<file path="config.mk">
export PLATFORM = sky130hd
export DESIGN_NAME = uart_tx
export DESIGN_NICKNAME = d
export VERILOG_FILES = /design/src/rtl/uart_tx_pkg.sv /design/src/rtl/uart_baud_gen.sv /design/src/rtl/uart_tx.sv
export SDC_FILE = /design/constraint.sdc
export NUM_CORES = 1
export LEC_CHECK = 0
export BUFFER_PORTS_ARGS = -buffer_cell sky130_fd_sc_hd__clkbuf_2
export CAP_MARGIN = 20
export CORE_ASPECT_RATIO = 0.7
export CORE_UTILIZATION = 60
export CTS_BUF_LIST = sky130_fd_sc_hd__clkbuf_4 sky130_fd_sc_hd__clkbuf_8
export CTS_CLUSTER_SIZE = 24
export DETAILED_ROUTE_END_ITERATION = 8
export PLACE_DENSITY_LB_ADDON = 0.05
export SETUP_SLACK_MARGIN = 0.3
export SLEW_MARGIN = 20
export SYNTH_ARGS = -nofsm -noshare
export SYNTH_HDL_FRONTEND = slang
export SYNTH_SLANG_ARGS = --single-unit
export TNS_END_PERCENT = 1
</file>
<file path="constraint.sdc">
create_clock -name clk -period 6.06 [get_ports clk]
set_input_delay 0.606 -clock clk [delete_from_list [all_inputs] [get_ports clk]]
set_output_delay 0.606 -clock clk [all_outputs]
set_load 0.05 [all_outputs]
</file>
<file path="src/rtl/uart_tx_pkg.sv">
// Shared UART definitions: frame geometry defaults and transmitter state encoding.
package uart_tx_pkg;

  localparam int unsigned UART_DATA_BITS    = 8;
  localparam int unsigned UART_CLKS_PER_BIT = 104;

  typedef enum logic [1:0] {
    ST_IDLE  = 2'd0,
    ST_START = 2'd1,
    ST_DATA  = 2'd2,
    ST_STOP  = 2'd3
  } tx_state_e;

endpackage

</file>
<file path="src/rtl/uart_baud_gen.sv">
// Bit-period timer: counts CLKS_PER_BIT clocks and flags the last clock of each bit.
module uart_baud_gen #(
  parameter int unsigned CLKS_PER_BIT = 104
) (
  input  logic clk,
  input  logic reset,
  input  logic restart,
  output logic bit_done_c
);

  localparam int unsigned     CNT_W   = (CLKS_PER_BIT > 1) ? $clog2(CLKS_PER_BIT) : 1;
  localparam logic [CNT_W-1:0] CNT_MAX = CNT_W'(CLKS_PER_BIT - 1);

  logic [CNT_W-1:0] cnt_q, cnt_d;

  always_comb begin
    cnt_d = cnt_q;
    if (restart || (cnt_q == CNT_MAX)) begin
      cnt_d = '0;
    end else begin
      cnt_d = cnt_q + CNT_W'(1);
    end
  end

  always_ff @(posedge clk or negedge reset) begin
    if (!reset) begin
      cnt_q <= '0;
    end else begin
      cnt_q <= cnt_d;
    end
  end

  assign bit_done_c = (cnt_q == CNT_MAX);

endmodule

</file>
<file path="src/rtl/uart_tx.sv">
// 8N1 UART transmitter with a one-byte holding register and CTS#-gated frame starts.
module uart_tx
  import uart_tx_pkg::*;
#(
  parameter int unsigned CLKS_PER_BIT = UART_CLKS_PER_BIT,
  parameter int unsigned DATA_BITS    = UART_DATA_BITS
) (
  input  logic                 clk,
  input  logic                 reset,
  input  logic [DATA_BITS-1:0] data_in,
  input  logic                 data_valid,
  output logic                 data_ready,
  input  logic                 cts,
  output logic                 tx,
  output logic                 busy
);

  tx_state_e            state_q, state_d;
  logic [DATA_BITS-1:0] hold_q, hold_d;
  logic [DATA_BITS-1:0] shift_q, shift_d;
  logic [2:0]           bit_idx_q, bit_idx_d;
  logic                 ready_q, ready_d;
  logic                 tx_q, tx_d;
  logic                 busy_q, busy_d;
  logic                 bit_done_c;
  logic                 restart_c;
  logic                 start_ok_c;

  // Counter is parked at zero while idle so the start bit gets a full period.
  assign restart_c  = (state_q == ST_IDLE);
  assign start_ok_c = !ready_q && !cts;

  uart_baud_gen #(
    .CLKS_PER_BIT(CLKS_PER_BIT)
  ) u_baud (
    .clk       (clk),
    .reset     (reset),
    .restart   (restart_c),
    .bit_done_c(bit_done_c)
  );

  always_comb begin
    state_d   = state_q;
    hold_d    = hold_q;
    shift_d   = shift_q;
    bit_idx_d = bit_idx_q;
    ready_d   = ready_q;
    tx_d      = tx_q;
    busy_d    = busy_q;

    if (data_valid && ready_q) begin
      hold_d  = data_in;
      ready_d = 1'b0;
    end

    case (state_q)
      ST_IDLE: begin
        tx_d   = 1'b1;
        busy_d = 1'b0;
        if (start_ok_c) begin
          state_d = ST_START;
          shift_d = hold_q;
          ready_d = 1'b1;
          tx_d    = 1'b0;
          busy_d  = 1'b1;
        end
      end
      ST_START: begin
        if (bit_done_c) begin
          state_d   = ST_DATA;
          bit_idx_d = 3'd0;
          tx_d      = shift_q[0];
        end
      end
      ST_DATA: begin
        if (bit_done_c) begin
          if (bit_idx_q == 3'(DATA_BITS - 1)) begin
            state_d = ST_STOP;
            tx_d    = 1'b1;
          end else begin
            shift_d   = shift_q >> 1;
            tx_d      = shift_q[1];
            bit_idx_d = bit_idx_q + 3'd1;
          end
        end
      end
      ST_STOP: begin
        if (bit_done_c) begin
          // Chain straight into the next start bit when a byte is waiting and CTS# allows.
          if (start_ok_c) begin
            state_d = ST_START;
            shift_d = hold_q;
            ready_d = 1'b1;
            tx_d    = 1'b0;
          end else begin
            state_d = ST_IDLE;
            busy_d  = 1'b0;
          end
        end
      end
      default: begin
        state_d = ST_IDLE;
        tx_d    = 1'b1;
        busy_d  = 1'b0;
      end
    endcase
  end

  always_ff @(posedge clk or negedge reset) begin
    if (!reset) begin
      state_q   <= ST_IDLE;
      hold_q    <= '0;
      shift_q   <= '0;
      bit_idx_q <= 3'd0;
      ready_q   <= 1'b1;
      tx_q      <= 1'b1;
      busy_q    <= 1'b0;
    end else begin
      state_q   <= state_d;
      hold_q    <= hold_d;
      shift_q   <= shift_d;
      bit_idx_q <= bit_idx_d;
      ready_q   <= ready_d;
      tx_q      <= tx_d;
      busy_q    <= busy_d;
    end
  end

  assign tx         = tx_q;
  assign busy       = busy_q;
  assign data_ready = ready_q;

endmodule

</file>
### Yosys cells after proc, flatten, opt, wreduce, memory -nomap -nowiden

Index checks and enable logic that the tools add are counted.

* bits in registers: 31
* input bits: 12
* word-level logic and storage cells: 69

* add/subtract/negate cells: 2
* equal/unequal tests: 13
* multiplexer cells: 32
* reductions and logical operators: 14

Operator list (count)
* $mux W8: 4
* $pmux W8 S3: 1
* $ne A2 B2 Y1 const B: 8
* $mux W1: 13
* $reduce_and A4 Y1: 3
* $mux W2: 5
* $mux W3: 3
* $pmux W2 S4: 1
* $add A7 B1 Y7 const B: 1
* $eq A7 B7 Y1 const B: 1
* $mux W7: 1
* $pmux W3 S2: 1
* $reduce_and A5 Y1: 1
* $eq A2 B2 Y1 const B: 2
* $pmux W1 S2: 2
* $pmux W1 S4: 1
* $reduce_bool A2 Y1: 2
* $add A3 B1 Y3 const B: 1
* $eq A3 B3 Y1 const B: 1
* $reduce_and A3 Y1: 1
* $reduce_bool A3 Y1: 1
* $eq A2 B1 Y1 const B: 1
* $logic_and A1 B1 Y1: 2
* $logic_not A1 Y1: 2
* 2 further kinds: 2

### Depth between registers and ports, before layout

* depth in word-level cells: 5
* depth in mapped cells: 7

### Cells and area by module

Synthesis repeated with hierarchy kept, for this count alone.

* cells, all modules: 137
* area, all modules: 1651.6 um2

By module, submodules not included
* uart_tx: times used 1, cells an instance 104, area an instance 1312.5 um2, seq. area each 603.1 um2
* uart_baud_gen: times used 1, cells an instance 33, area an instance 339.1 um2, seq. area each 175.2 um2

### Worst setup path before layout

OpenSTA, ideal clock, no wires.

* kind: reg2reg
* from: register state_q[0]
* to: register shift_q[0]
* library setup time: 125 ps
* arrival time: 1884 ps
* slack: 4051 ps
* stages on the path, launching flop included: 7
* buffers on the path: 2
* period minus slack after synthesis: 2009 ps
* cell sequence: dfrtp_1 -> inv_1 -> ha_1 -> clkbuf_1 -> clkbuf_1 -> mux2_2 -> mux2_4

* cells in the longest elaborated chain, start to end: 3
* elaborated cells between the ends (all ways): 9
* classes of those cells: eq/ne (5); mux (1); reduce/logical (3)

Ends and longest elaborated chain
* start, declared: line uart_tx.sv:18 `tx_state_e state_q, state_d;`
* start signal, assigned: line uart_tx.sv:119 `state_q <= state_d;`
* $eq A2 B2 Y1 / $logic_not A2 Y1 (equally long branches): line uart_tx.sv:56 `case (state_q)`
* $ne A2 B2 Y1 (no source line) / $reduce_bool A3 Y1 (equally long branches)
* $reduce_and A4 Y1 (no source line)
* end signal, assigned: line uart_tx.sv:121 `shift_q <= shift_d;`
* end, declared: line uart_tx.sv:20 `logic [DATA_BITS-1:0] shift_q, shift_d;`

Several ways; a longest one is shown, not always the timed one.
A chain may end at the register's enable or synchronous reset.

### Worst setup path in the final report

Ends and elaborated chain as after synthesis.

==> reports/summary.txt <==
status: finished clean
max_cap viols: 0
Peak VDD IR: 149 uV
worst setup path class: flip-flop to flip-flop
vias per cell: 5.57
CTS tree: done
share of cells above drive strength 1: 0.361
Iter 0 DRT Violations: 54
P_leak: 0.856 nW
row count: 15
core area: 2500 um2
Crit Path Max Fanout: 17
WL final: 2.90 mm
pin count of the biggest net entering global routing: 32
Worst-Skew Late Latency: 0.29 ns
Worst Path Required: 6.22 ns
Antenna Cells: 0
final setup vio count: 0
Max Slew Vio Count: 0
htree depth: 2
Max Clk Rate: 455 MHz
drt drc: 0
crit end category: flip-flop
HPWL after DPL: 2.09 mm
antenna violations before repair: 0
Clock Sinks: 31
RSZ-0062 raised after global routing: false
drt first pass iters: 4
gr ovfl total: 0
pwr dens: 224 nW/um2
Post-Synthesis Cells: 128
Post-CTS Setup Bufs: 0
Overall Power: 0.000405 W
filler instances: 160
Setup Total Neg Slack: 0 ns
syn_area_per_cell: 12.5 um2
Least-Margin Pin Slew: 0.746 ns
Final Cell Area: 1810 um2
DIE WIDTH: 63.8 um
PortBufs: 14
wire per inst: 16.0 um
Post-CTS Hold Fix Bufs: 0
Nets: 165
io pins: 15
Die Height: 45.2 um
fin cells: 181
Num CTS Buffers: 5
Syn. warnings: 0
final worst slack: 3.86 ns
clk_skew: 0.00763 ns
Fin. Hold Viols: 0
sequential area share after synthesis: 0.486
routed vias: 1009
initial core utilization: 0.642
clk buf depth: 2
CP startpoint kind: flip-flop
hold crit path type: primary input to async pin
Antenna Nets Post-Route: 0
Mapped Area: 1600 um2
Total Routing Usage GR: 0.242
first-pass GRT wire length: 4.89 mm
root buffer selected by CTS: clkbuf_8
vias in the first global route: 997
Layout area overhead: 12.8%
Clock transition at path regs: 0.07 ns
Critical Path AT: 2.36 ns
routability cong.: 0.871
CTS resizes: 0
max_slew headroom: 0.503
FF+latch count, synth: 31
dpl cells: 173
min Tclk post-route: 2.20 ns
synth unique cells: 32
fin crit share: 0.363
Die Area: 2880 um2
Place WS: 3.87 ns
dpl cell area: 1700 um2
Mapped Nets: 147
## worst max-delay path, stage by stage, from the launching register on
cell and delay [ns]:
dfrtp_1 0.40, inv_1 0.15, ha_1 0.63, nor2_1 0.18, a22oi_4 0.38, mux2_4 0.34
## per-stage QoR
stage | hold slack [ns] | utilization
after detailed placement | 0.468 | 0.682
after floorplan | 0.310 | -
after global placement | 0.452 | 0.682
after CTS | 0.393 | 0.724
after global routing | 0.438 | 0.724
final | 0.371 | 0.724
## placed cells by master, fill, tap and decap left out, types with 3 or more instances in the layout
master / synthesis / final
a22o_1: 5 / 5
o21ai_0: 5 / 5
clkbuf_8: 0 / 7
nor2_1: 8 / 8
nand3_1: 3 / 3
clkbuf_2: 0 / 14
nand2_1: 3 / 3
ha_1: 7 / 7
a21oi_1: 5 / 5
dfrtp_1: 29 / 29
nor2b_1: 7 / 7
mux2_2: 15 / 15
mux2_1: 3 / 3
inv_1: 3 / 3
mux2_4: 8 / 8
nor3_1: 3 / 3
## metal layers
metal  GRT usage  wire length, um  vias up  part of all wire
li1            -                -      499                 -
met1       0.325             1480      488              0.51
met2       0.353             1250       17              0.43
met3      0.0909              121        5             0.042
met4       0.109               50        0             0.017
met5           0                0        -                 0
## Yosys cell counts
cell type / count / share of area
o21ai_1: 1 / 0.0031
mux2_1: 3 / 0.021
xnor2_1: 2 / 0.011
a32o_1: 1 / 0.0063
nor2b_1: 7 / 0.027
o21ai_0: 5 / 0.016
a21oi_1: 5 / 0.016
nor3b_1: 2 / 0.0094
ha_1: 7 / 0.055
nor3_4: 1 / 0.010
dfstp_2: 2 / 0.033
o32ai_2: 1 / 0.010
a22oi_4: 1 / 0.013
o21a_1: 1 / 0.0047
mux2_4: 8 / 0.075
nor2_2: 1 / 0.0039
dfrtp_1: 29 / 0.45
nand3b_1: 1 / 0.0047
o22ai_1: 1 / 0.0039
or3_1: 1 / 0.0039
a2111oi_0: 1 / 0.0055
nor2_1: 8 / 0.019
inv_1: 3 / 0.0070
or3b_4: 1 / 0.0070
xor2_1: 2 / 0.011
a22o_1: 5 / 0.027
nor3_1: 3 / 0.0094
mux2_2: 15 / 0.11
o21ai_2: 1 / 0.0055
nand3_1: 3 / 0.0094
clkbuf_1: 3 / 0.0070
nand2_1: 3 / 0.0070
## sequential cells by signal (all words and copies together) (netlist names)
| name | count |
|---|---|
| hold_q | 8 |
| tx | 1 |
| busy | 1 |
| bit_idx_q | 3 |
| state_q | 2 |
| u_baud.cnt_q | 7 |
| data_ready | 1 |
| shift_q | 8 |
## worst paths after layout
| path | from | end | slack [ns] | cells after the start |
|---|---|---|---|---|
| worst max-delay path | state_q[0]$_DFFE_PN0P_ | shift_q[0]$_DFFE_PN0P_ | 3.86 | 5 |
| max in group asynchronous | reset | hold_q[0]$_DFFE_PN0P_ | 5.20 | 1 |
| min in group clk | u_baud.cnt_q[0]$_DFF_PN0_ | u_baud.cnt_q[0]$_DFF_PN0_ | 0.47 | 1 |
| worst min register to register | u_baud.cnt_q[0]$_DFF_PN0_ | u_baud.cnt_q[0]$_DFF_PN0_ | 0.47 | 1 |
| worst min-delay path | reset | u_baud.cnt_q[4]$_DFF_PN0_ | 0.37 | 1 |
| worst max register to register | state_q[0]$_DFFE_PN0P_ | shift_q[0]$_DFFE_PN0P_ | 3.86 | 5 |
## layout make-up
type,instances,area [um2],share of cell area
Clock buffer,8,104,0.0575
Sequential cell,31,778,0.431
Inverter,3,11.3,0.00623
Timing Repair Buffer,14,70.1,0.0388
Tap cell,34,42.5,0.0235
Multi-Input combinational cell,91,801,0.443
## kinds of logic (layout without fill, tap and decap cells)
family | after synthesis | in the layout | share of synthesized area
DFF | 31 | 31 | 0.486
and+or+nand+nor | 31 | 31 | 0.111
muxes | 26 | 26 | 0.202
AOI/OAI and AO/OA | 23 | 23 | 0.111
adders and majority gates | 7 | 7 | 0.0547
buffers and inverters | 6 | 25 | 0.0141
xor gates and xnor gates | 4 | 4 | 0.0219
## power breakdown
part,internal [W],switching (W)
Combinational,0.00000607,0.00000626
Sequential,0.000210,0.00000133
Clock,0.000108,0.0000741
No activity file was read; power rests on OpenSTA's default activity.
